`src/rtl/shift_reg_pkg.sv`:
```
// Shared mode codes, FSM encoding and helpers for the universal shift register.
package shift_reg_pkg;

  localparam logic [2:0] MODE_HOLD = 3'd0;
  localparam logic [2:0] MODE_LOAD = 3'd1;
  localparam logic [2:0] MODE_CLR  = 3'd2;
  localparam logic [2:0] MODE_SHL  = 3'd3;
  localparam logic [2:0] MODE_SHR  = 3'd4;
  localparam logic [2:0] MODE_ROL  = 3'd5;
  localparam logic [2:0] MODE_ROR  = 3'd6;
  localparam logic [2:0] MODE_ASR  = 3'd7;

  typedef enum logic {
    ST_IDLE  = 1'b0,
    ST_SHIFT = 1'b1
  } state_e;

  // Modes 3..7 are the multi-cycle shift/rotate operations.
  function automatic logic is_shift(input logic [2:0] m);
    return (m >= MODE_SHL);
  endfunction

endpackage

```
`src/rtl/shift_reg_step.sv`:
```
// Combinational single-bit shift of a word, selected by mode.
module shift_step
  import shift_reg_pkg::*;
#(
  parameter int WIDTH = 8
) (
  input  logic [2:0]       mode_i,
  input  logic [WIDTH-1:0] word_i,
  input  logic             sin_i,
  output logic [WIDTH-1:0] word_o,
  output logic             bit_o
);

  // Next word and shifted-out bit for one step; non-shift modes pass through.
  always_comb begin
    word_o = word_i;
    bit_o  = 1'b0;
    case (mode_i)
      MODE_SHL: begin
        word_o = {word_i[WIDTH-2:0], sin_i};
        bit_o  = word_i[WIDTH-1];
      end
      MODE_SHR: begin
        word_o = {sin_i, word_i[WIDTH-1:1]};
        bit_o  = word_i[0];
      end
      MODE_ROL: begin
        word_o = {word_i[WIDTH-2:0], word_i[WIDTH-1]};
        bit_o  = word_i[WIDTH-1];
      end
      MODE_ROR: begin
        word_o = {word_i[0], word_i[WIDTH-1:1]};
        bit_o  = word_i[0];
      end
      MODE_ASR: begin
        word_o = {word_i[WIDTH-1], word_i[WIDTH-1:1]};
        bit_o  = word_i[0];
      end
      default: begin
        word_o = word_i;
        bit_o  = 1'b0;
      end
    endcase
  end

endmodule

```
`src/rtl/shift_reg.sv`:
```
// Universal shift register: load/clear plus multi-cycle shifts with handshake.
module shift_reg
  import shift_reg_pkg::*;
#(
  parameter int WIDTH = 8,
  parameter int CNT_W = $clog2(WIDTH) + 1
) (
  input  logic             clk,
  input  logic             reset,
  input  logic             en,
  input  logic             start,
  input  logic [2:0]       mode,
  input  logic [CNT_W-1:0] amount,
  input  logic [WIDTH-1:0] d,
  input  logic             sin,
  output logic [WIDTH-1:0] q,
  output logic             sout,
  output logic             busy,
  output logic             done
);

  state_e           state_q, state_d;
  logic [WIDTH-1:0] word_q, word_d;
  logic             sout_q, sout_d;
  logic             done_q, done_d;
  logic [CNT_W-1:0] cnt_q, cnt_d;
  logic [2:0]       mode_q, mode_d;

  logic [2:0]       step_mode;
  logic [WIDTH-1:0] step_word;
  logic             step_bit;

  // The first shift uses the live mode input; later shifts use the latched mode.
  assign step_mode = (state_q == ST_IDLE) ? mode : mode_q;

  shift_step #(.WIDTH(WIDTH)) u_step (
    .mode_i (step_mode),
    .word_i (word_q),
    .sin_i  (sin),
    .word_o (step_word),
    .bit_o  (step_bit)
  );

  // Next-state logic: operation acceptance, shift sequencing and done pulse.
  always_comb begin
    state_d = state_q;
    word_d  = word_q;
    sout_d  = sout_q;
    done_d  = 1'b0;
    cnt_d   = cnt_q;
    mode_d  = mode_q;
    if (en) begin
      case (state_q)
        ST_IDLE: begin
          if (start) begin
            mode_d = mode;
            if (!is_shift(mode)) begin
              done_d = 1'b1;
              if (mode == MODE_LOAD) word_d = d;
              else if (mode == MODE_CLR) word_d = '0;
            end else if (amount == '0) begin
              done_d = 1'b1;
            end else begin
              word_d = step_word;
              sout_d = step_bit;
              if (amount == CNT_W'(1)) begin
                done_d = 1'b1;
              end else begin
                cnt_d   = amount - CNT_W'(1);
                state_d = ST_SHIFT;
              end
            end
          end
        end
        ST_SHIFT: begin
          word_d = step_word;
          sout_d = step_bit;
          cnt_d  = cnt_q - CNT_W'(1);
          if (cnt_q == CNT_W'(1)) begin
            state_d = ST_IDLE;
            done_d  = 1'b1;
          end
        end
        default: state_d = ST_IDLE;
      endcase
    end
  end

  // State registers with synchronous active-low reset.
  always_ff @(posedge clk) begin
    if (!reset) begin
      state_q <= ST_IDLE;
      word_q  <= '0;
      sout_q  <= 1'b0;
      done_q  <= 1'b0;
      cnt_q   <= '0;
      mode_q  <= MODE_HOLD;
    end else begin
      state_q <= state_d;
      word_q  <= word_d;
      sout_q  <= sout_d;
      done_q  <= done_d;
      cnt_q   <= cnt_d;
      mode_q  <= mode_d;
    end
  end

  assign q    = word_q;
  assign sout = sout_q;
  assign busy = (state_q == ST_SHIFT);
  assign done = done_q;

endmodule
```
`config.mk`:
```
export PLATFORM = sky130hd
export DESIGN_NAME = shift_reg
export DESIGN_NICKNAME = d
export VERILOG_FILES = /design/src/rtl/shift_reg_pkg.sv /design/src/rtl/shift_reg_step.sv /design/src/rtl/shift_reg.sv
export SDC_FILE = /design/constraint.sdc
export NUM_CORES = 1
export LEC_CHECK = 0
export CORE_ASPECT_RATIO = 0.5
export CORE_MARGIN = 4
export CORE_UTILIZATION = 45
export DETAILED_ROUTE_END_ITERATION = 7
export PLACE_DENSITY = 0.68
export SLEW_MARGIN = 20
export SYNTH_ARGS = -nofsm -noshare
export SYNTH_HDL_FRONTEND = slang
export SYNTH_SLANG_ARGS = --single-unit
```
`constraint.sdc`:
```
create_clock -name clk -period 3.25 [get_ports clk]
set_input_delay 0.65 -clock clk [delete_from_list [all_inputs] [get_ports clk]]
set_output_delay 0.65 -clock clk [all_outputs]
set_load 0.05 [all_outputs]
```
Yosys cells after proc, flatten, opt, wreduce, memory -nomap -nowiden

Cells that the tools add are included.

Flip-flop bits (word level): 18
Bits of input ports: 20
Output and inout bits: 11
Word-level logic and storage cells: 63

Add/subtract/negate cells: 2
$lt $le $gt $ge: 1
Equality and inequality tests: 15
Multiplexer cells: 30
Bitwise operators: 1
Reductions and logical operators: 8

Operator list:

| operator                                                           | number |
|---|---|
| two-way mux 8 bit                                                  | 5 |
| case mux 8 bit (5 select lines)                                    | 1 |
| two-way mux 4 bit                                                  | 4 |
| case mux 8 bit (2 select lines)                                    | 1 |
| two-way mux 1 bit                                                  | 13 |
| == test 3 bit (second input constant)                              | 4 |
| == test 4 x 1 -> 1 bit (second input constant)                     | 2 |
| case mux 1 bit (2 select lines)                                    | 4 |
| case mux 4 bit (2 select lines)                                    | 1 |
| AND reduction 4 bit                                                | 2 |
| subtractor 4 x 1 -> 4 bit (second input constant)                  | 2 |
| == test 3 x 2 -> 1 bit (second input constant)                     | 2 |
| inequality test 2 bit (second input constant)                      | 3 |
| AND reduction 5 bit                                                | 1 |
| zero test 4 bit                                                    | 1 |
| inequality test 4 x 1 -> 1 bit (second input constant)             | 1 |
| == test 3 x 1 -> 1 bit (second input constant)                     | 1 |
| greater-or-equal comparator 3 x 2 -> 1 bit (second input constant) | 1 |
| two-way mux 3 bit                                                  | 1 |
| inequality test 3 bit (second input constant)                      | 1 |
| AND reduction 3 bit                                                | 1 |
| OR reduction 3 bit                                                 | 1 |
| inequality test 2 x 1 -> 1 bit (second input constant)             | 1 |
| AND reduction 2 bit                                                | 1 |
| other kinds (2)                                                    | 2 |

Longest topological paths before layout

Depth after elaboration: 8
Mapped depth: 8

By module

A second synthesis with hierarchy kept.

Cells, all modules: 177
Area, all modules: 1,446.4 um2

Modules (own cells, without submodules):

| module     | instances | cells an instance | area an instance (um2) | seq. area each (um2) |
|---|---|---|---|---|
| shift_reg  | 1         | 119               | 1,061.0                | 360.3 |
| shift_step | 1         | 58                | 385.4                  | 0.0 |

Least setup slack after synthesis

OpenSTA, ideal clock, no wires.

Path kind: input-to-reg
From: input amount[1]
To: register word_q[0] (netlist: q[0])
Setup time: 124 ps
Data arrival time: 1,868 ps
Setup slack: 1,258 ps
Cell stages on the path: 8
Path buffers: 1
Cells stage by stage: inv_1 > ha_1 > or4b_4 > o21ai_2 > a21oi_2 > buf_6 > nand4_2 > o211ai_2

Word-level cells in the longest chain between the ends: 3

Ends and longest elaborated chain:

| what                                   | RTL line         | source |
|---|---|---|
| start: declaration                     | shift_reg.sv:13  | `input logic [CNT_W-1:0] amount,` |
| zero test 4 bit                        | shift_reg.sv:61  | `end else if (amount == '0) begin` |
| inequality test 3 bit (no source line) | -                |  |
| AND reduction 4 bit (no source line)   | -                |  |
| end signal: assignment                 | shift_reg.sv:100 | `word_q <= word_d;` |
| end: declaration                       | shift_reg.sv:23  | `logic [WIDTH-1:0] word_q, word_d;` |

No other way between the ends.
A chain may end at the register's enable or synchronous reset.

Worst setup path after layout

From: input amount[0]
To: register word_q[4] (netlist: q[4])

The elaborated chain is that of the path after synthesis.

==> qor.csv <==
metric;value;unit
outcome;completed;
Routed WL;3.45;mm
vias in the first global route;1238;
CTS resizes;0;
largest net degree at the start of global routing;34;
most common cell after layout, fill and taps aside;clkdlybuf4s50_1;
DRT iter0 DRCs;77;
Worst-path clk slew;0.07;ns
IR drop worst, VDD;0.177;mV
Crit. End Element;register;
setup TNS;0;ns
Avg Synthesized Cell Area;8.03;sq um
routed vias/inst;5.69;
type of the worst min-delay path;register to register;
Synth cell types;53;
fmax;0.423;GHz
final hold violation count;0;
Clk Latency, worst-skew pair;0.25;ns
r2r setup slk;1.40;ns
fraction of registers with async set/reset;0;%
io pins;31;
global-route wire length before repair;5.73;mm
Layout area overhead;24.5;%
antenna-violating nets left;0;
Row Count;14;
DP HPWL;2.47;mm
leakage power figure;0.653;nW
Max Cap Viol;0;
worst-margin pin slew;0.717;ns
DRC;0;
Post-Synth Simple-Gate Area;20.4;%
Final Max Slew Viols;0;
Startpoint Class;primary input;
slew margin rel.;52.1;%
Setup Skew;0.00202;ns
initial antenna violation count;0;
RSZ-0062 raised after global routing;no;
die width;87.2;um
Synth Area in Compound Gates;33.9;%
Clk Tree Root Cell;clkbuf_8;
CTS Buf Count;3;
Filler cells;293;
CP arrival;2.50;ns
die area;0.00415;sq mm
GRT Util Overall;17.7;%
Worst Hold Slack;0.492;ns
post-layout min period;2.36;ns
die height;47.6;um
clk sink count;18;
Hold Crit Start;cnt_q[1];
Ys Warns;0;
fin crit share;72.8;%
Hold Path Sink;cnt_q[1];
Wirelength per Cell;14.4;um
worst reg2reg path startpoint;busy;
core area;0.00300;sq mm
Critical Path RT;3.39;ns
Setup Buffers After CTS;0;
Seq/Total Area, Yosys;25.5;%
crit path kind;primary input to register;
routed vias;1366;
drt first pass iters;4;
hold buffers post-CTS;0;
largest family of logic cells by synthesized area;compound AO/OA/AOI/OAI gates;
number of diodes;0;
Post-Synthesis Cells;176;
nets;226;
WHS Path Cells;2;
ys flop type;dfxtp_1;
Initial Util;47.2;%
Area after DPL;0.00172;sq mm
r2r worst-path depth;7;
cell area after synthesis;0.00141;sq mm
final setup vio count;0;
XOR/XNOR Fraction of Synth Area;2.48;%
Synth Area in Adders;3.54;%
Post-Syn Nets;200;
GR Overflow Total;0;
ratio of cells with drive above 1 in the final layout;6.50;%
Seq cells post-synth;18;
Crit Reg-Reg Endpoint;q[4];
Port Buf Inserts;30;
critical path startpoint;amount[0];
Final Instance Area;0.00176;sq mm
Power Dens Cells;366;mW/mm^2
Critical Path Fanout Max;17;
Placer Congestion;0.855;
post-synthesis mux area share;7.26;%
number of H-tree levels;1;
number of synthesized flops with an enable pin;0;
commonest cells after routing, fill and taps aside;clkdlybuf4s50_1, nand2_1, dfxtp_1;
CTS tree;done;
maximum clock path buffer count;2;
final cells by class:
cell class	count	area, sq um	share of cell area, %
clock buffers	3	41.3	2.35
inverters	10	37.5	2.13
multi-input cells	137	955	54.3
flip-flops and latches	18	360	20.5
well taps	40	50.0	2.84
repair buffers	32	315	17.9
synthesized netlist by cell type (3+ instances only):
| cell type | instances | area, sq um |
|---|---|---|
| o221ai_1 | 4 | 35.0 |
| clkbuf_1 | 4 | 15.0 |
| mux2i_1 | 8 | 80.1 |
| buf_2 | 3 | 15.0 |
| nor2_1 | 12 | 45.0 |
| o21ai_0 | 6 | 30.0 |
| a2bb2oi_1 | 3 | 26.3 |
| o31ai_1 | 3 | 22.5 |
| dfxtp_1 | 18 | 360 |
| a31oi_1 | 5 | 31.3 |
| nand3b_1 | 3 | 22.5 |
| a21oi_1 | 8 | 40.0 |
| inv_1 | 9 | 33.8 |
| nor2b_1 | 7 | 43.8 |
| a21o_1 | 3 | 22.5 |
| o22a_1 | 3 | 26.3 |
| nand2_1 | 18 | 67.6 |
| o21ai_1 | 9 | 45.0 |
| a211o_1 | 3 | 26.3 |
| ha_1 | 4 | 50.1 |
metrics by stage:
step	util [%]	worst slack (ns)	std cells	power, mW
6_report	58.7	0.885	240	0.644
5_1_grt	58.7	0.787	240	0.685
4_1_cts	58.7	0.882	240	0.651
3_5_place_dp	57.4	0.609	237	0.489
3_3_place_gp	57.4	0.676	237	0.487
2_1_floorplan	-	1.26	176	0.418
worst max-delay path, cell delays in order:
cell and delay (ns):
clkdlybuf4s50_1 0.48, inv_1 0.09, ha_1 0.20, or4b_4 0.49, o21ai_2 0.13, a21oi_2 0.04, buf_4 0.20, o21ai_0 0.15
a21oi_1 0.06
layer usage:
layer  track usage, %  wire length [um]  vias up
met1             22.1              1640      627
met4             2.75                12        0
li1                 -                 -      708
met2             32.0              1580       29
met5                0                 0        -
met3             4.81               213        2
registers in the layout, summed over array words and instances (netlist names):
name and count:
busy 1, done 1, sout 1, q 8, cnt_q 4, mode_q 3
logic make-up (layout without fill, tap and decap cells):
group	after synthesis	in the layout
xor gates and xnor gates	4	4
adders and majority gates	4	4
and+or+nand+nor	55	55
buffers and inverters	21	45
AOI/OAI and AO/OA	65	65
muxes	9	9
DFF	18	18
worst max path at each step:
stage	cells after the start	endpoint	slack, ns
2_1_floorplan	8	q[0]	1.26
3_3_place_gp	9	q[7]	0.68
3_5_place_dp	9	q[4]	0.61
4_1_cts	9	q[4]	0.88
5_1_grt	9	q[7]	0.79
6_report	9	q[4]	0.89
power breakdown:
group	internal (mW)	switching [mW]
combinational	0.100	0.128
clock	0.0825	0.0768
sequential	0.237	0.0196
total	0.419	0.224
No activity file was read; power rests on OpenSTA's default activity.
